**src/rtl/alu_seq_pkg.sv**
```systemverilog
// Shared types and constants for the 4-bit add/subtract sequencer.
package alu_seq_pkg;

    localparam int ALU_WIDTH = 4;

    // Implicit A operand used by INC/DEC so they reuse the add/subtract path.
    localparam logic [ALU_WIDTH-1:0] INC_OPERAND = 4'b0001;

    typedef enum logic [2:0] {
        IDLE   = 3'd0,
        LOAD_A = 3'd1,
        LOAD_B = 3'd2,
        EXEC   = 3'd3,
        WRITE  = 3'd4
    } state_t;

    typedef enum logic [1:0] {
        ADD = 2'd0,
        SUB = 2'd1,
        INC = 2'd2,
        DEC = 2'd3
    } op_t;

    // SUB and DEC run the unit in B-A mode; ADD and INC in B+A mode.
    function automatic logic is_subtract(op_t op);
        return (op == SUB) || (op == DEC);
    endfunction

endpackage

```
**src/rtl/alu_sequencer.sv**
```systemverilog
// Multi-cycle controller for the 4-bit add/subtract unit: collects operands
// from the internal bus, lets the unit settle for a cycle, then captures the
// sum/carry into the result register and flags.
//
// Request handshake: Start is a single-cycle strobe sampled only in IDLE
// (Busy=0); the operation is accepted on that edge and Op is latched with it.
// Operand handshake: IbIn is consumed on a rising edge where IbValid=1 while
// in LOAD_A/LOAD_B; with IbValid=0 the FSM simply waits. Done pulses for one
// cycle when the result is written. Abort cancels LOAD_A/LOAD_B/EXEC only.
module alu_sequencer
    import alu_seq_pkg::*;
(
    input  logic                 Clock,
    input  logic                 Reset,
    input  logic                 Start,
    input  logic [1:0]           Op,
    input  logic                 Abort,
    input  logic [ALU_WIDTH-1:0] IbIn,
    input  logic                 IbValid,
    input  logic [ALU_WIDTH-1:0] AluSum,
    input  logic                 AluCarry,
    output logic [ALU_WIDTH-1:0] AluA,
    output logic [ALU_WIDTH-1:0] AluB,
    output logic                 AddSub,
    output logic                 EnableAlu,
    output logic                 Busy,
    output logic                 Done,
    output logic [ALU_WIDTH-1:0] Result,
    output logic                 CarryFlag,
    output logic                 ZeroFlag,
    output logic [2:0]           DbgState
);

    state_t                 state_q, state_d;
    op_t                    op_q, op_d;
    logic [ALU_WIDTH-1:0]   a_q, a_d;
    logic [ALU_WIDTH-1:0]   b_q, b_d;
    logic [ALU_WIDTH-1:0]   result_q, result_d;
    logic                   carry_q, carry_d;
    logic                   zero_q, zero_d;

    // State, operand and result registers with synchronous reset.
    always_ff @(posedge Clock) begin
        if (Reset) begin
            state_q  <= IDLE;
            op_q     <= ADD;
            a_q      <= '0;
            b_q      <= '0;
            result_q <= '0;
            carry_q  <= 1'b0;
            zero_q   <= 1'b1;
        end else begin
            state_q  <= state_d;
            op_q     <= op_d;
            a_q      <= a_d;
            b_q      <= b_d;
            result_q <= result_d;
            carry_q  <= carry_d;
            zero_q   <= zero_d;
        end
    end

    // Next-state and register-update logic; every register holds by default.
    always_comb begin
        state_d  = state_q;
        op_d     = op_q;
        a_d      = a_q;
        b_d      = b_q;
        result_d = result_q;
        carry_d  = carry_q;
        zero_d   = zero_q;

        case (state_q)
            IDLE: begin
                // Start wins over a simultaneous Abort here.
                if (Start) begin
                    op_d = op_t'(Op);
                    if ((op_t'(Op) == INC) || (op_t'(Op) == DEC)) begin
                        a_d     = INC_OPERAND;
                        state_d = LOAD_B;
                    end else begin
                        state_d = LOAD_A;
                    end
                end
            end
            LOAD_A: begin
                if (Abort) begin
                    state_d = IDLE;
                end else if (IbValid) begin
                    a_d     = IbIn;
                    state_d = LOAD_B;
                end
            end
            LOAD_B: begin
                if (Abort) begin
                    state_d = IDLE;
                end else if (IbValid) begin
                    b_d     = IbIn;
                    state_d = EXEC;
                end
            end
            EXEC: begin
                // One full cycle for the unit to settle on stable operands.
                state_d = Abort ? IDLE : WRITE;
            end
            WRITE: begin
                // Abort is ignored: the write always completes.
                result_d = AluSum;
                carry_d  = AluCarry;
                zero_d   = (AluSum == '0);
                state_d  = IDLE;
            end
            default: begin
                state_d = IDLE;
            end
        endcase
    end

    // Outputs decoded from registers and state only.
    always_comb begin
        AluA      = a_q;
        AluB      = b_q;
        AddSub    = ((state_q == EXEC) || (state_q == WRITE)) && is_subtract(op_q);
        EnableAlu = (state_q == WRITE);
        Done      = (state_q == WRITE);
        Busy      = (state_q != IDLE);
        Result    = result_q;
        CarryFlag = carry_q;
        ZeroFlag  = zero_q;
        DbgState  = state_q;
    end

endmodule
```
**config.mk**
```make
export PLATFORM = sky130hd
export DESIGN_NAME = alu_sequencer
export DESIGN_NICKNAME = d
export VERILOG_FILES = /design/src/rtl/alu_seq_pkg.sv /design/src/rtl/alu_sequencer.sv
export SDC_FILE = /design/constraint.sdc
export NUM_CORES = 1
export LEC_CHECK = 0
export CORE_MARGIN = 4
export CORE_UTILIZATION = 44
export CTS_BUF_LIST = sky130_fd_sc_hd__clkbuf_4 sky130_fd_sc_hd__clkbuf_8
export DETAILED_ROUTE_END_ITERATION = 12
export PLACE_DENSITY = 0.8
export SLEW_MARGIN = 10
export SYNTH_ARGS = -nofsm -noshare
export SYNTH_HDL_FRONTEND = slang
export SYNTH_SLANG_ARGS = --single-unit
```
**constraint.sdc**
```tcl
create_clock -name Clock -period 1.8 [get_ports Clock]
set_input_delay 0.45 -clock Clock [delete_from_list [all_inputs] [get_ports Clock]]
set_output_delay 0.45 -clock Clock [all_outputs]
set_load 0.05 [all_outputs]
```
==> summary.md, run 1 <==
| Metric | Value |
|---|---|
| Most common cell after layout, fill and taps aside | `buf_4` |
| Root Buffer | `clkbuf_4` |
| Peak supply drop | `717 µV` |
| Crit Path Class | `flop to primary output` |
| Simple-gate area share of the yosys netlist | `between 20% and 30%` |
| Top_reg_cell synth | `dfxtp_1` |
| Site row count | `16` |
| CTS tree | `done` |
| Syn-to-layout area delta | `57.5%` |
| CTS buffer count | `3` |
| Total track usage | `17.2%` |
| CTS max path bufs | `2` |
| CP arrival | `approximately 1.3 ns` |
| Post-synthesis sequential area ratio | `39.8%` |
| Via Count | `approximately 860` |
| Core area | `0.00196 mm²` |
| CP max stage cell | `dfxtp_2` |
| Vias in the first global route | `slightly above 800` |
| Hpwl dp | `1730 µm` |
| Crit-path max FO | `5` |
| Leak | `around 0.00057 µW` |
| Period Utilization, post-route | `95.8%` |
| Syn Nets | `between 100 and 150` |
| Post-route ant nets | `0` |
| Synth Area in Adders | `0%` |
| Ant diodes | `0` |
| Detailed Route WL | `2160 µm` |
| Setup Skew | `just over 0.003 ns` |
| Critical path buffer and inverter count | `1` |
| Die width | `53.4 µm` |
| CP peak stage delay | `0.40 ns` |
| Port Buffer Count | `36` |
| Routed wire length per instance | `13.2 µm` |
| Final slew viol count | `0` |
| CP Capture Type | `primary output` |
| Number of DRC markers in iteration 0 | `2` |
| First-pass GRT wire length | `3640 µm` |
| Compound-Gate Fraction of Synth Area | `between 15 and 20%` |
| Slew HR | `78.8%` |
| Drt first pass iters | `2` |
| Placed Area | `about 0.0013 mm²` |
| Cell count after synthesis | `92` |
| Placed Cells | `153` |
| Global route overflow | `0` |
| RSZ-0062 raised after global routing | `false` |
| Post-Layout Cell Count | `roughly 160` |
| Cell area after layout | `roughly 0.0014 mm²` |
| Mean Syn Cell Area | `9.85 µm²` |
| Yosys warnings | `0` |
| Largest net degree at the start of global routing | `18` |
| XOR/XNOR Fraction of Synth Area | `0%` |
| Worst-path clk slew | `approximately 0.10 ns` |
| Critical path, cell by cell | `and3b_2 > o21a_2 > buf_12` |
| Tmin final | `about 1.7 ns` |
| Worst setup SP type | `flop` |
| Die height | `53.4 µm` |
| F_max | `around 0.58 GHz` |
| Worst Hold Class | `flop to flop` |
| Layout cells sized above 1 | `36.5%` |
| Fin Hold WS | `0.477 ns` |
| Overall power | `1280 µW` |
| Final GP Congestion | `between 0.8 and 0.9` |
| DRC | `0` |
| H-tree Lvls | `1` |
| Ports | `37` |
| Final hold vios | `0` |
| Initial antenna violation count | `0` |
| Post-synth EDFFs | `0` |
| Worst EP required | `~1.4 ns` |
| Top cell family by delay on the critical path | `flip-flops` |
| Post-DR vias/cell | `5.21` |
| Post-synthesis cell type count | `34` |
| Synthesized flop and latch total | `18` |
| Synth Cell Area | `~910 µm²` |
| Initial Utilization | `46.2%` |
| Die area | `0.00285 mm²` |
| Worst-Margin Slew | `0.317 ns` |
| Run status | `complete, no violations` |
| Clk_lat worst skew | `approximately 0.3 ns` |
| Fill count | `around 160` |
| CTS sink cnt | `18` |
| PD cells | `898 mW/mm²` |
| Max Cap Violations | `0` |
| Final setup vio count | `0` |
| Largest family of logic cells by synthesized area | `simple AND/OR/NAND/NOR gates` |
| Post-layout net count | `154` |
| FFs w/ async S/R, synth | `0%` |
| Fraction of synthesized area in multiplexers | `under 10%` |
| Most frequent cells in the layout | `buf_4 (28), dfxtp_1 (15), clkdlybuf4s50_1 (15), nor2_1 (9), mux2i_1 (7)` |
## layout make-up
| cell class | instances | area [µm²] | share of cell area [%] |
|---|---|---|---|
| Sequential cell | 18 | 369 | 25.9 |
| Timing Repair Buffer | 50 | 492 | 34.5 |
| Inverter | 2 | 7.51 | 0.526 |
| Multi-Input combinational cell | 63 | 488 | 34.2 |
| Clock buffer | 4 | 36.3 | 2.54 |
| Tap cell | 27 | 33.8 | 2.37 |
## state kept, by name, summed over array words and instances, names as in the netlist
register,count
CarryFlag,1
op_q,1
AluA,4
AluB,4
Result,4
ZeroFlag,1
DbgState,3
## cell usage after synthesis, types with 2 or more instances
cell	instances	area share, %
a21oi_1	4	2.2
and3b_2	2	2.2
buf_4	4	3.3
clkbuf_1	3	1.2
dfxtp_1	18	40
inv_1	2	0.83
mux2i_1	7	7.7
nand2b_1	3	2.1
nand3_1	4	2.2
nand3b_1	2	1.7
nor2_1	9	3.7
nor2b_1	3	2.1
nor3b_1	2	1.7
nor4_1	2	1.4
nor4b_4	2	5.2
o21a_1	2	1.7
o21ai_1	4	2.2
o2bb2ai_1	3	2.9
## timing repair
item                                   CTS  global route
gates resized for setup                  3             1
pin swaps                                0             0
endpoints found under the hold margin    0             0
setup endpoints to repair                3             3
setup buffers                            0             7
hold buffers                             0             0
## through the flow
stage / setup slack [ns] / utilization, % / TNS, ns
6_report: 0.0762 / 72.7 / 0
5_1_grt: 0.0115 / 72.7 / 0
4_1_cts: 0.0271 / 69.7 / 0
3_5_place_dp: -0.0417 / 67.4 / -0.191
3_3_place_gp: -0.0175 / 67.4 / -0.0483
2_1_floorplan: 0.0471 / - / 0
## worst paths after layout
path,start,endpoint,slack (ns),depth (start not counted)
worst min-delay path,AluA[3],AluA[3],0.48,2
worst max-delay path,DbgState[2],AddSub,0.08,3
worst min register to register,AluA[3],AluA[3],0.48,2
worst max register to register,DbgState[0],AluB[3],0.35,4
## worst min-delay path, delay by kind of cell (launching register included)
kind               cells  cell delay (ns)
and+or+nand+nor        1             0.06
DFF                    1             0.33
AOI/OAI and AO/OA      1             0.05
## cells by family after synthesis
group	Yosys count
flip-flops	18
AND/OR/NAND/NOR	34
multiplexers	8
AO/OA/AOI/OAI	21
buffers and inverters	11
## metal layers
| layer | share of wire, % | vias to the layer above | GRT usage [%] |
|---|---|---|---|
| met1 | 41 | 406 | 19.2 |
| met2 | 50 | 24 | 30.4 |
| met5 | 0 | - | 0 |
| met3 | 7.3 | 2 | 4.79 |
| met4 | 0.93 | 0 | 6.38 |
| li1 | - | 423 | - |
## power breakdown
group | leakage [µW] | switching (µW) | internal (µW)
registers | 0.000148 | 41.7 | 435
clock network | 0.0000210 | 125 | 123
logic | 0.000405 | 289 | 266
Power figures use the tool's default switching activity.
==> inputs of run 2 (changes only) <==
GPL_TIMING_DRIVEN = 0   (was default)
==> run 2 against run 1 <==
Net effect: first-iteration DRC count grew to 9.0 times the previous value; wire length is 12% higher; hold slack worse by 0.0019 ns; clock skew is 0.00067 ns higher; via count is 4.8% higher; setup slack worse by 0.071 ns; utilization is 0.32 points lower; design area is 0.44% lower; highest routed layer unchanged.
==> summary.md, run 2 (same netlist as run 1, synthesis figures left out) <==
| Metric | Value |
|---|---|
| CP arrival | `1.34 ns` |
| Leak | `0.000620 µW` |
| F_max | `approximately 0.56 GHz` |
| Worst-Margin Slew | `around 0.50 ns` |
| Combinational share of power | `45.8%` |
| Final worst setup slack | `0.00547 ns` |
| Detailed Route WL | `between 2000 and 2500 µm` |
| Worst EP required | `between 1 and 1.5 ns` |
| Period Utilization, post-route | `99.7%` |
| Post-DR vias/cell | `5.33` |
| PD cells | `930 mW/mm²` |
| Routed wire length per instance | `14.3 µm` |
| Setup Skew | `0.00378 ns` |
| Final hold vios | `0` |
| Root Buffer | `clkbuf_4` |
| DP Worst Slack | `-0.341 ns` |
| Crit-path max FO | `8` |
| Die width | `53.4 µm` |
| Sw frac | `35.7%` |
| RR Endpoint | `AluB[0]` |
| Slew HR | `66.6%` |
| CP Capture Type | `primary output` |
| Layout cells sized above 1 | `26.2%` |
| RSZ-0062 raised after global routing | `true` |
| Sequential Power Share | `35.4%` |
| Vias in the first global route | `876` |
| Post-layout net count | `between 150 and 200` |
| R2R cell count | `5` |
| Flop-to-flop setup slack | `0.22 ns` |
| Worst-path clk slew | `0.11 ns` |
| Die area | `~0.0028 mm²` |
| Max Cap Violations | `0` |
| Final slew viol count | `0` |
| Final GP Congestion | `0.792` |
| Initial antenna violation count | `0` |
| Via Count | `about 900` |
| Hold Startpoint | `AluA[2]` |
| Post-route ant nets | `0` |
| Die height | `roughly 53 µm` |
| Ports | `37` |
| Final core occ | `around 72%` |
| Largest net degree at the start of global routing | `11` |
| CTS max path bufs | `2` |
| Hold_buf cts | `0` |
| Clock share of power | `about a fifth` |
| Most frequent cells in the layout | `dlygate4sd2_1 (17), dfxtp_1 (15), buf_4 (14), clkdlybuf4s50_1 (13), nor2_1 (9)` |
| Number of DRC markers in iteration 0 | `18` |
| Worst setup SP type | `flop` |
| Net Sw Power | `472 µW` |
| CTS buffer count | `3` |
| Global route overflow | `0` |
| CTS sink cnt | `18` |
| Worst Hold Class | `flop to flop` |
| Internal | `849 µW` |
| Drt first pass iters | `4` |
| Syn-to-layout area delta | `56.8%` |
| CTS tree | `done` |
| Port Buffer Count | `34` |
| DRC | `0` |
| Clk_lat worst skew | `approximately 0.29 ns` |
| H-tree Lvls | `1` |
| Run status | `complete, no violations` |
| Worst reg2reg path startpoint | `DbgState[2]` |
| Peak supply drop | `682 µV` |
| Crit Path Class | `flop to primary output` |
| Tmin final | `1.79 ns` |
| Most common cell after layout, fill and taps aside | `dlygate4sd2_1` |
| Core area | `approximately 0.0020 mm²` |
| Hold EP | `AluA[2]` |
| Total track usage | `between 10% and 20%` |
| Ant diodes | `0` |
| Hpwl dp | `1720 µm` |
| Site row count | `16` |
| Final setup vio count | `0` |
| Hold path cells | `2` |
| Initial Utilization | `46.2%` |
| First-pass GRT wire length | `3800 µm` |
[run 2: per-stage QoR]
| step | hold WS (ns) | TNS, ns | cells | total power, µW | cell area, µm² |
|---|---|---|---|---|---|
| 3_3_place_gp | 0.449 | -1.64 | 153 | 958 | 1290 |
| 6_report | 0.475 | 0 | 168 | 1320 | 1420 |
| 4_1_cts | 0.479 | -0.0823 | 158 | 1220 | 1310 |
| 3_5_place_dp | 0.463 | -1.92 | 153 | 964 | 1290 |
| 2_1_floorplan | 0.461 | 0 | 92 | 817 | 913 |
| 5_1_grt | 0.521 | -0.0719 | 168 | 1390 | 1420 |
[run 2: routing by layer]
layer / vias to the layer above / track usage (%) / wire length [µm]
met4: 0 / 2.55 / 11
met3: 2 / 4.51 / 190
met5: - / 0 / 0
li1: 434 / - / -
met1: 423 / 22.4 / 1000
met2: 37 / 30.4 / 1210
[run 2: power groups by stage]
| stage | logic, µW | clock network (µW) | registers [µW] |
|---|---|---|---|
| after floorplan | 259 | 0 | 557 |
| after CTS | 501 | 252 | 463 |
| final | 605 | 248 | 467 |
| after global routing | 640 | 271 | 475 |
| after detailed placement | 490 | 0 | 475 |
| after global placement | 484 | 0 | 473 |
[run 2: area by class of cell]
cell class | instances | area (µm²)
inverters | 2 | 7.51
well taps | 27 | 33.8
multi-input cells | 63 | 487
plain buffers | 9 | 82.6
fillers | 160 | 542
clock buffers | 4 | 36.3
repair buffers | 45 | 404
flip-flops and latches | 18 | 369
[run 2: timing repair]
action                                  CTS  global route
buffers inserted                          1            10
endpoints found under the setup margin   21             4
resized for setup                        44             9
pin swaps                                 0             1
[run 2: worst max-delay path by stage]
stage,from,end,slack [ns],cells past startpoint
floorplan,DbgState[2],AddSub,0.05,3
finish,DbgState[1],AddSub,0.005,4
detailed placement,DbgState[0],AddSub,-0.34,4
global placement,DbgState[0],AddSub,-0.33,4
global route,DbgState[1],AddSub,-0.05,4
CTS,DbgState[0],AddSub,-0.08,4
[run 2: critical path, cell delays in order (launching register included)]
cell	delay (ns)
dfxtp_4	0.38
buf_8	0.13
and3b_2	0.20
o21a_2	0.20
buf_8	0.15
